--- src/rtl/jelly_bean_taster_mc.sv ---
// ----------------------------------------------------------------------------
// jelly_bean_taster_mc
//
// Multi-channel jelly bean tasting engine. Each of NUM_CH request channels
// owns a FIFO_DEPTH-entry request FIFO. A round-robin arbiter pops one request
// per cycle into a one-slot execute stage. The execute stage updates the shared
// recipe register and the yummy/yucky statistics, then returns the taste to
// the requesting channel.
//
// Pipeline:
//   p0: arbitration and FIFO pop.
//   p1: the granted request executes; results register at the end of p1.
// A request captured at edge t with no contention shows its result after
// edge t+2.
//
// Ports:
//   clk            clock, all logic on posedge
//   rst_n          asynchronous active-low reset
//   ch_flavor      3 bits per channel (0 none, 1 apple, 2 blueberry,
//                  3 bubble gum, 4 chocolate, 5..7 treated as non-chocolate)
//   ch_color       2 bits per channel (0 red, 1 green, 2 blue)
//   ch_sugar_free  1 bit per channel
//   ch_sour        1 bit per channel
//   ch_command     2 bits per channel (0 no-op, 1 read, 2 write, 3 clear)
//   ch_busy        channel FIFO full; a request offered now is rejected
//   ch_taste       2 bits per channel, last result (0 unknown, 1 yummy, 2 yucky)
//   ch_taste_vld   one-cycle pulse when the matching ch_taste field updates
//   yummy_cnt      saturating count of yummy writes
//   yucky_cnt      saturating count of yucky writes
//   drop_cnt       saturating count of rejected requests
//                  (present only when JELLY_BEAN_DROP_CNT_EN is defined)
//
// Build option: define JELLY_BEAN_DROP_CNT_EN to add drop_cnt. Without it,
// rejected requests are silently dropped.
// ----------------------------------------------------------------------------
module jelly_bean_taster_mc #(
    parameter int NUM_CH     = 4,
    parameter int FIFO_DEPTH = 4,
    parameter int CNT_W      = 8
) (
    input  logic                clk,
    input  logic                rst_n,
    input  logic [3*NUM_CH-1:0] ch_flavor,
    input  logic [2*NUM_CH-1:0] ch_color,
    input  logic [NUM_CH-1:0]   ch_sugar_free,
    input  logic [NUM_CH-1:0]   ch_sour,
    input  logic [2*NUM_CH-1:0] ch_command,
    output logic [NUM_CH-1:0]   ch_busy,
    output logic [2*NUM_CH-1:0] ch_taste,
    output logic [NUM_CH-1:0]   ch_taste_vld,
    output logic [CNT_W-1:0]    yummy_cnt,
    output logic [CNT_W-1:0]    yucky_cnt
`ifdef JELLY_BEAN_DROP_CNT_EN
    ,
    output logic [CNT_W-1:0]    drop_cnt
`endif
);

    localparam int PTR_W = $clog2(FIFO_DEPTH);
    localparam int CH_W  = $clog2(NUM_CH);
    // NUM_CH <= 8, so a per-cycle drop tally fits in 4 bits.
    localparam int SUM_W = CNT_W + 4;

    localparam logic [PTR_W:0]  FILL_FULL = (PTR_W+1)'(FIFO_DEPTH);
    localparam logic [CH_W-1:0] CH_LAST   = CH_W'(NUM_CH - 1);

    localparam logic [1:0] CMD_NOP   = 2'd0;
    localparam logic [1:0] CMD_READ  = 2'd1;
    localparam logic [1:0] CMD_WRITE = 2'd2;
    localparam logic [1:0] CMD_CLEAR = 2'd3;

    localparam logic [2:0] FLV_CHOC = 3'd4;

    localparam logic [1:0] TASTE_UNKNOWN = 2'd0;
    localparam logic [1:0] TASTE_YUMMY   = 2'd1;
    localparam logic [1:0] TASTE_YUCKY   = 2'd2;

    typedef struct packed {
        logic [2:0] flavor;
        logic [1:0] color;
        logic       sugar_free;
        logic       sour;
        logic [1:0] command;
    } req_t;

    // Saturating add of a small increment onto a statistics counter.
    function automatic logic [CNT_W-1:0] sat_add(input logic [CNT_W-1:0] a,
                                                 input logic [3:0]       b);
        logic [SUM_W-1:0] sum;
        sum = SUM_W'(a) + SUM_W'(b);
        if (sum > SUM_W'({CNT_W{1'b1}})) begin
            return {CNT_W{1'b1}};
        end
        return sum[CNT_W-1:0];
    endfunction

    req_t             fifo_mem [NUM_CH][FIFO_DEPTH];
    logic [PTR_W-1:0] wr_ptr   [NUM_CH];
    logic [PTR_W-1:0] rd_ptr   [NUM_CH];
    logic [PTR_W:0]   fill     [NUM_CH];
    req_t             in_req   [NUM_CH];
    req_t             head     [NUM_CH];

    logic [NUM_CH-1:0] full;
    logic [NUM_CH-1:0] empty;
    logic [NUM_CH-1:0] push;
    logic [NUM_CH-1:0] pop;

    logic            grant_vld;
    logic [CH_W-1:0] grant_ch;
    req_t            grant_req;
    logic [CH_W-1:0] rr_ptr;

    logic            vld_p1;
    logic [CH_W-1:0] ch_p1;
    req_t            req_p1;

    logic [1:0] taste_new;
    logic [1:0] recipe_taste;
    logic [6:0] recipe_bean;

    // ---- Stage p0: enqueue, arbitration, pop -------------------------------
    always_comb begin
        for (int i = 0; i < NUM_CH; i++) begin
            in_req[i] = {ch_flavor[3*i +: 3], ch_color[2*i +: 2],
                         ch_sugar_free[i], ch_sour[i], ch_command[2*i +: 2]};
            head[i]   = fifo_mem[i][rd_ptr[i]];
            full[i]   = (fill[i] == FILL_FULL);
            empty[i]  = (fill[i] == '0);
            // Busy is the registered full state, so a pop in the same cycle
            // does not open a slot for this cycle's request.
            push[i]   = (in_req[i].command != CMD_NOP) && !full[i];
        end
    end

    assign ch_busy = full;

    // Priority starts at rr_ptr and wraps; the first non-empty channel wins.
    always_comb begin
        int idx;
        grant_vld = 1'b0;
        grant_ch  = '0;
        for (int k = 0; k < NUM_CH; k++) begin
            idx = int'(rr_ptr) + k;
            if (idx >= NUM_CH) begin
                idx = idx - NUM_CH;
            end
            for (int j = 0; j < NUM_CH; j++) begin
                if (!grant_vld && (j == idx) && !empty[j]) begin
                    grant_vld = 1'b1;
                    grant_ch  = CH_W'(j);
                end
            end
        end
    end

    always_comb begin
        grant_req = '0;
        for (int j = 0; j < NUM_CH; j++) begin
            pop[j] = grant_vld && (grant_ch == CH_W'(j));
            if (grant_ch == CH_W'(j)) begin
                grant_req = head[j];
            end
        end
    end

    always_ff @(posedge clk) begin
        for (int i = 0; i < NUM_CH; i++) begin
            if (push[i]) begin
                fifo_mem[i][wr_ptr[i]] <= in_req[i];
            end
        end
    end

    always_ff @(posedge clk or negedge rst_n) begin
        if (!rst_n) begin
            for (int i = 0; i < NUM_CH; i++) begin
                wr_ptr[i] <= '0;
                rd_ptr[i] <= '0;
                fill[i]   <= '0;
            end
        end else begin
            for (int i = 0; i < NUM_CH; i++) begin
                if (push[i]) begin
                    wr_ptr[i] <= wr_ptr[i] + 1'b1;
                end
                if (pop[i]) begin
                    rd_ptr[i] <= rd_ptr[i] + 1'b1;
                end
                fill[i] <= fill[i] + {{PTR_W{1'b0}}, push[i]}
                                   - {{PTR_W{1'b0}}, pop[i]};
            end
        end
    end

    always_ff @(posedge clk or negedge rst_n) begin
        if (!rst_n) begin
            rr_ptr <= '0;
            vld_p1 <= 1'b0;
        end else begin
            vld_p1 <= grant_vld;
            if (grant_vld) begin
                rr_ptr <= (grant_ch == CH_LAST) ? '0 : grant_ch + 1'b1;
            end
        end
    end

    always_ff @(posedge clk) begin
        ch_p1  <= grant_ch;
        req_p1 <= grant_req;
    end

    // ---- Stage p1: execute granted request, register results ---------------
    always_comb begin
        taste_new = TASTE_UNKNOWN;
        case (req_p1.command)
            CMD_WRITE: taste_new = ((req_p1.flavor == FLV_CHOC) && req_p1.sour)
                                   ? TASTE_YUCKY : TASTE_YUMMY;
            CMD_READ:  taste_new = recipe_taste;
            default:   taste_new = TASTE_UNKNOWN;
        endcase
    end

    always_ff @(posedge clk or negedge rst_n) begin
        if (!rst_n) begin
            ch_taste     <= '0;
            ch_taste_vld <= '0;
            yummy_cnt    <= '0;
            yucky_cnt    <= '0;
            recipe_taste <= TASTE_UNKNOWN;
        end else begin
            ch_taste_vld <= '0;
            if (vld_p1) begin
                for (int i = 0; i < NUM_CH; i++) begin
                    if (ch_p1 == CH_W'(i)) begin
                        ch_taste[2*i +: 2] <= taste_new;
                        ch_taste_vld[i]    <= 1'b1;
                    end
                end
                case (req_p1.command)
                    CMD_WRITE: begin
                        recipe_taste <= taste_new;
                        if (taste_new == TASTE_YUCKY) begin
                            yucky_cnt <= sat_add(yucky_cnt, 4'd1);
                        end else begin
                            yummy_cnt <= sat_add(yummy_cnt, 4'd1);
                        end
                    end
                    CMD_CLEAR: begin
                        yummy_cnt    <= '0;
                        yucky_cnt    <= '0;
                        recipe_taste <= TASTE_UNKNOWN;
                    end
                    default: ;
                endcase
            end
        end
    end

    always_ff @(posedge clk) begin
        if (vld_p1 && (req_p1.command == CMD_WRITE)) begin
            recipe_bean <= {req_p1.flavor, req_p1.color, req_p1.sugar_free,
                            req_p1.sour};
        end
    end

`ifdef JELLY_BEAN_DROP_CNT_EN
    logic [3:0] drop_n;

    always_comb begin
        drop_n = '0;
        for (int i = 0; i < NUM_CH; i++) begin
            if ((ch_command[2*i +: 2] != CMD_NOP) && full[i]) begin
                drop_n = drop_n + 4'd1;
            end
        end
    end

    // A CLEAR executing this cycle zeroes the count; drops seen in the same
    // cycle are still counted on top of the zero.
    always_ff @(posedge clk or negedge rst_n) begin
        if (!rst_n) begin
            drop_cnt <= '0;
        end else if (vld_p1 && (req_p1.command == CMD_CLEAR)) begin
            drop_cnt <= sat_add('0, drop_n);
        end else begin
            drop_cnt <= sat_add(drop_cnt, drop_n);
        end
    end
`endif

endmodule

--- config.mk ---
export PLATFORM = sky130hd
export DESIGN_NAME = jelly_bean_taster_mc
export DESIGN_NICKNAME = d
export VERILOG_FILES = /design/src/rtl/jelly_bean_taster_mc.sv
export SDC_FILE = /design/constraint.sdc
export NUM_CORES = 1
export LEC_CHECK = 0
export ABC_CLOCK_PERIOD_IN_PS = 7500
export CAP_MARGIN = 20
export CORE_AREA = 4 4 166 185
export DETAILED_ROUTE_END_ITERATION = 8
export DIE_AREA = 0 0 170 189
export REMOVE_ABC_BUFFERS = 1
export SLEW_MARGIN = 20
export SYNTH_ARGS = -nofsm -noshare
export SYNTH_HDL_FRONTEND = slang
export SYNTH_SLANG_ARGS = --single-unit
--- constraint.sdc ---
create_clock -name clk -period 7.5 [get_ports clk]
set_input_delay 1.5 -clock clk [delete_from_list [all_inputs] [get_ports clk]]
set_output_delay 1.5 -clock clk [all_outputs]
set_load 0.01 [all_outputs]
==> impl_metrics.toml, run 1 <==
[die]
ios = 70
std_cell_rows = 66
die_h_microns = 189
core_sq_um = 28990
die-area_sq_um = 32130
die-width_microns = 170
initial_core_util = 0.2556

[synthesis]
ys_ff_latch = 165
synth-main-ff-cell = "edfxtp_1"
synth-async-reset-ratio = 0.3697
synth_edf_count = 96
syn-cell-area_sq_um = 7410
ys_types = 66
ys_seq_area_frac = 0.6167
yosys-top-cells-area = "edfxtp_1 39%, dfrtp_1 21%, mux4_2 7.3%, ha_1 5.6%, dfxtp_1 2.2%"
synth-warning-count = 0
postSynthCellCount = 523
synth_top_area_share = 0.3891
yosys.area.top_type = "edfxtp_1"
avgSynthCellArea_sq_um = 14.17

[timing]
slew_headroom = 0.4483
post-route-min-period_ns = 3.498
fin_worst_skew_ns = 0.01601
max_freq_mhz = 285.8
finalSetupViolCount = 0
setup_ws_ns = 4.002
slew_violations = 0
rsz0062_at_grt = "no"
finalCritPeriodShare = 0.4664
worst_slew_pin_slew_ns = 0.8275
hold_viol = 0
setup_tns_ns = 0

[final_layout]
fin_nets = 662
layout_commonest_cell = "edfxtp_1"
seq_area_sq_um = 4569
fillers = 2858
syn_to_final_growth_pct = 21.58
drive_gt1_frac = 0.1367
fin_area_sq_um = 9009
most-common-layout-cells = "96 x edfxtp_1, 61 x dfrtp_1, 56 x clkdlybuf4s50_1, 37 x inv_1, 33 x ha_1"
multi_input_area_sq_um = 2623
fin_cells = 974
diodes = 0

[global_routing]
grt_pass1_vias = 4269
grt_pass1_wl_mm = 23.42
grt_overflow = 0
grt_max_degree = 62
antenna_found_initial = 0
groute.usage.overall = 0.09402

[cts]
cts_sinks = 165
cts_root_buffer = "clkbuf_16"
clkSlewWorstSetupHoldPaths_ns = 0.07
cts_buffer_depth = 2
cts_setup_buffers = 0
numCtsBuffers = 17
h-tree-depth = 4
cts_resized = 0
cts_tree = "yes"
clkLatencyLatePin_ns = 0.43
hold_buffers = 0

[pwr]
p_sw_frac = 0.3550
p_comb_frac = 0.339
p_leak_nw = 3.454
ir_worst_vdd_v = 0.0001902
cell_internal_pwr_w = 0.002350
seq_power_share = 0.413
clockPowerShare = 0.248
p_per_area_nw_per_um2 = 404.5
switchingPower_w = 0.001294

[placed_design]
place_congestion = 0.7366
io_buffers = 57
placed_cells = 942
hpwl_mm = 10.42
placement.cell_area_sq_um = 8383
place_ws_ns = 3.518

[route]
detail_route.vias_per_cell = 4.375
drt-initial-drc-count = 245
wl_per_cell_microns = 14.89
drc = 0
first_pass_iters = 4
finalWirelength_mm = 14.50
postRouteAntennaNets = 0
num_vias = 4261

[setup_path]
path_class = "primary input to register"
cp.required_ns = 7.82
crit_buf_inv = 4
worst_setup_path_start_kind = "primary input"
crit_top_cell = "inv_1"
slowest_delay_ns = 0.57
crit_family = "adder cells"
crit_path_max_fanout = 8
crit_chain = "clkdlybuf4s50_1, nor2_1, nor2_1, inv_1, ha_1, inv_1, ha_1, inv_1, fa_1, xnor2_1, xnor2_1"
end_kind = "register"
cp_slowest_cell = "clkdlybuf4s50_1"
worstPathArrival_ns = 3.82

[job]
maxCapViolCount = 0

[status]
status = "finished clean"

[min_path]
min_path_type = "register to register"
-- kinds of logic after synthesis --
family | share of synthesized area
xor+xnor | 0.02600
simple gates | 0.09946
fa+ha+maj | 0.06653
compound gates | 0.08292
flops | 0.6167
mux | 0.07903
buf+inv | 0.02938
-- registers in the layout, summed over array words and instances, names as in the netlist --
signal,cells
vld_p1,1
fill,12
rr_ptr,2
req_p1,6
recipe_taste,2
ch_taste_vld,4
ch_taste,8
wr_ptr,8
rd_ptr,8
fifo_mem,96
yummy_cnt,8
yucky_cnt,8
ch_p1,2
-- metrics by stage --
step	total power, W	hold slack (ns)	utilization
finish	0.003644	0.4954	0.3108
global route	0.003928	0.5260	0.3108
CTS	0.003712	0.4947	0.3108
detailed placement	0.002796	0.4779	0.2892
global placement	0.002757	0.4781	0.2892
floorplan	0.002379	0.4525	-
-- worst register-to-register path, cell delays in order, from the launching register on --
cell	delay, ns
dfrtp_1	0.43
nor3_1	0.58
o22ai_1	0.15
o21ai_1	0.21
and2b_1	0.21
inv_1	0.06
ha_1	0.30
and2_4	0.20
ha_1	0.26
inv_1	0.06
ha_1	0.13
inv_1	0.05
fa_1	0.37
xnor2_1	0.15
xnor2_1	0.13
-- power groups by stage --
stage	registers (W)	clock network, W	logic, W
6_report	0.00150	0.000905	0.00123
2_1_floorplan	0.00148	0	0.000904
5_1_grt	0.00155	0.000974	0.00141
3_3_place_gp	0.00152	0	0.00124
3_5_place_dp	0.00153	0	0.00126
4_1_cts	0.00152	0.000933	0.00126
-- worst paths after layout --
check | start | to | slack [ns] | depth (start not counted)
worst max register to register | fill[10]$_DFF_PN0_ | fill[5]$_DFF_PN0_ | 4.14 | 14
worst min register to register | fill[2]$_DFF_PN0_ | fill[2]$_DFF_PN0_ | 0.50 | 1
min in group asynchronous | rst_n | ch_taste_vld[3]$_DFF_PN0_ | 1.25 | 2
worst max-delay path | ch_command[5] | fill[5]$_DFF_PN0_ | 4.00 | 11
max in group asynchronous | rst_n | vld_p1$_DFF_PN0_ | 5.70 | 2
worst min-delay path | fill[2]$_DFF_PN0_ | fill[2]$_DFF_PN0_ | 0.50 | 1
-- area by class of cell --
class / instances / share of cell area
clock inverter: 15 / 0.02222
inverter: 38 / 0.01583
clock buffer: 17 / 0.04722
sequential: 165 / 0.5072
tap: 374 / 0.05194
timing repair buffer: 59 / 0.06444
multi-input combinational: 306 / 0.2911
-- Yosys cell counts, drive strengths merged, types with 2 or more instances --
cell and n:
edfxtp 96, dfrtp 61, inv 38, ha 33
nor2 32, mux4 24, nand2 24, o21ai 23
and2 20, xnor2 17, a21oi 15, nand3 15
buf 12, a31oi 10, and3 9, dfxtp 8
a22oi 7, nor2b 6, nor3b 6, nor3 5
o31ai 5, xor2 5, fa 4, mux2 4
o221ai 4, a211o 3, a21boi 3, a21o 3
nand2b 3, o22ai 3, or3 3, and3b 2
clkbuf 2, nand3b 2, o211a 2
-- per-layer routing --
layer  track usage  vias to the layer above  wire length [microns]
li1              -                     2053                      -
met2        0.1540                       67                   7234
met4       0.03041                        0                    231
met1        0.1200                     2126                   6498
met5             0                        -                      0
met3       0.02735                       15                    535
Note: power is estimated with default switching activity, not from simulation.
==> inputs of run 2 (changes only) <==
ABC_CLOCK_PERIOD_IN_PS = 3000   (was 7500)
clock period = 3 ns   (was 7.5 ns; I/O delays follow)
==> impl_metrics.toml, run 2 (synthesis results as in run 1) <==
[status]
status = "finished clean"

[timing]
finalCritPeriodShare = 0.9520
slew_headroom = 0.5067
hold_viol = 0
max_freq_mhz = 350.1
slew_violations = 0
setup_tns_ns = 0
finalSetupViolCount = 0
worst_slew_pin_slew_ns = 0.7365
post-route-min-period_ns = 2.856
whs_ns = 0.1926
fin_worst_skew_ns = 0.01030

[global_routing]
groute.usage.overall = 0.09488
grt_overflow = 0
grt_pass1_vias = 4424
grt_pass1_wl_mm = 23.87
grt_max_degree = 37
antenna_found_initial = 0

[pwr]
p_leak_nw = 3.540
p_per_area_nw_per_um2 = 1013
ir_worst_vdd_v = 0.0004323
power.total_w = 0.009296

[placed_design]
io_buffers = 57
hpwl_mm = 10.53
place_congestion = 0.7690

[final_layout]
syn_to_final_growth_pct = 23.81
largest_reg_flops = 96
fin_nets = 682
final_core_util = 0.3165
seq_area_sq_um = 4571
layout_commonest_cell = "edfxtp_1"
multi_input_area_sq_um = 2664
diodes = 0
fillers = 2856
most-common-layout-cells = "96 x edfxtp_1, 60 x dfrtp_1, 56 x clkdlybuf4s50_1, 37 x inv_1, 33 x ha_1"
drive_gt1_frac = 0.1774

[cts]
cts_root_buffer = "clkbuf_16"
clkLatencyLatePin_ns = 0.43
numCtsBuffers = 17
cts_sinks = 165
h-tree-depth = 4
clkSlewWorstSetupHoldPaths_ns = 0.07
cts_tree = "yes"
hold_buffers = 0
cts_buffer_depth = 2

[setup_path]
worst_setup_path_start_kind = "register"
path_class = "register to register"
r2r-end = "fill[8]$_DFF_PN0_"
worstPathArrival_ns = 3.17
end_kind = "register"
crit_path_max_fanout = 3
reg2reg_from = "fill[2]$_DFF_PN0_"
regToRegSetupSlack_ns = 0.14
cp.required_ns = 3.31
ff2ff_path_depth = 12

[route]
wl_met3_microns = 640
top_layer = "met4"
first_pass_iters = 5
met2_length_mm = 7.089
wl_per_cell_microns = 14.78
wl_met1_mm = 6.642
finalWirelength_mm = 14.70
drc = 0
num_vias = 4328
drt-initial-drc-count = 261
detail_route.vias_per_cell = 4.354
postRouteAntennaNets = 0

[die]
std_cell_rows = 66
die-area_sq_um = 32130
initial_core_util = 0.2556
die_h_microns = 189
core_sq_um = 28990
ios = 70
die-width_microns = 170

[min_path]
min_path_type = "primary input to asynchronous set/reset pin"

[job]
maxCapViolCount = 0
-- run 2: changes by cell type in the layout (fill, tap and decap cells not counted), sizes merged --
cell	previous run	this run
buf	3	23
clkinv	5	3
clkinvlp	1	3
bufinv	1	0
clkbuf	17	18
-- run 2: report_power, final --
| group | internal (W) | switching (W) | leakage [nW] |
|---|---|---|---|
| Sequential | 0.00321 | 0.000518 | 1.72 |
| Combinational | 0.00167 | 0.00176 | 1.54 |
| Clock | 0.00112 | 0.00102 | 0.277 |
-- run 2: stage by stage --
| stage | instance area [sq um] | setup WS, ns | instances |
|---|---|---|---|
| after floorplan | 7335 | -0.07662 | 509 |
| after global placement | 8523 | 0.1057 | 959 |
| after global routing | 9174 | -0.01706 | 994 |
| final | 9174 | 0.1441 | 994 |
| after CTS | 9109 | 0.09870 | 991 |
| after detailed placement | 8523 | 0.1083 | 959 |
-- run 2: worst max-delay path by stage --
| stage | startpoint | end | slack (ns) | cells past startpoint |
|---|---|---|---|---|
| floorplan | fill[1]$_DFF_PN0_ | fill[5]$_DFF_PN0_ | -0.08 | 14 |
| finish | fill[2]$_DFF_PN0_ | fill[8]$_DFF_PN0_ | 0.14 | 12 |
| global route | fill[9]$_DFF_PN0_ | fill[5]$_DFF_PN0_ | -0.02 | 15 |
| detailed placement | fill[2]$_DFF_PN0_ | fill[5]$_DFF_PN0_ | 0.11 | 14 |
| global placement | fill[9]$_DFF_PN0_ | fill[5]$_DFF_PN0_ | 0.11 | 15 |
| CTS | fill[2]$_DFF_PN0_ | fill[5]$_DFF_PN0_ | 0.1 | 14 |
-- run 2: area by class of cell --
type	count	area share
inverters	38	0.01555
well taps	374	0.05101
repair buffers	79	0.08101
multi-input cells	306	0.2904
clock inverters	14	0.01705
clock buffers	18	0.04678
flip-flops and latches	165	0.4982
-- run 2: what timing repair did --
item / in CTS / in global routing
endpoints found under the setup margin: 0 / 1
resized for setup: 0 / 9
setup buffers: 0 / 3
-- run 2: layer usage --
| layer | vias to the layer above | track usage |
|---|---|---|
| met3 | 15 | 0.02380 |
| met2 | 90 | 0.1491 |
| met1 | 2140 | 0.1258 |
| li1 | 2083 | - |
| met5 | - | 0 |
| met4 | 0 | 0.03810 |
-- run 2: worst max-delay path: stages (launching register included) --
cell and delay (ns):
dfrtp_1 0.40, or3_4 0.42, o22ai_2 0.20, o21ai_2 0.10
and2b_1 0.18, buf_4 0.13, ha_1 0.20, and2_4 0.15
ha_1 0.26, inv_1 0.04, ha_1 0.18, fa_1 0.37
xnor2_1 0.13
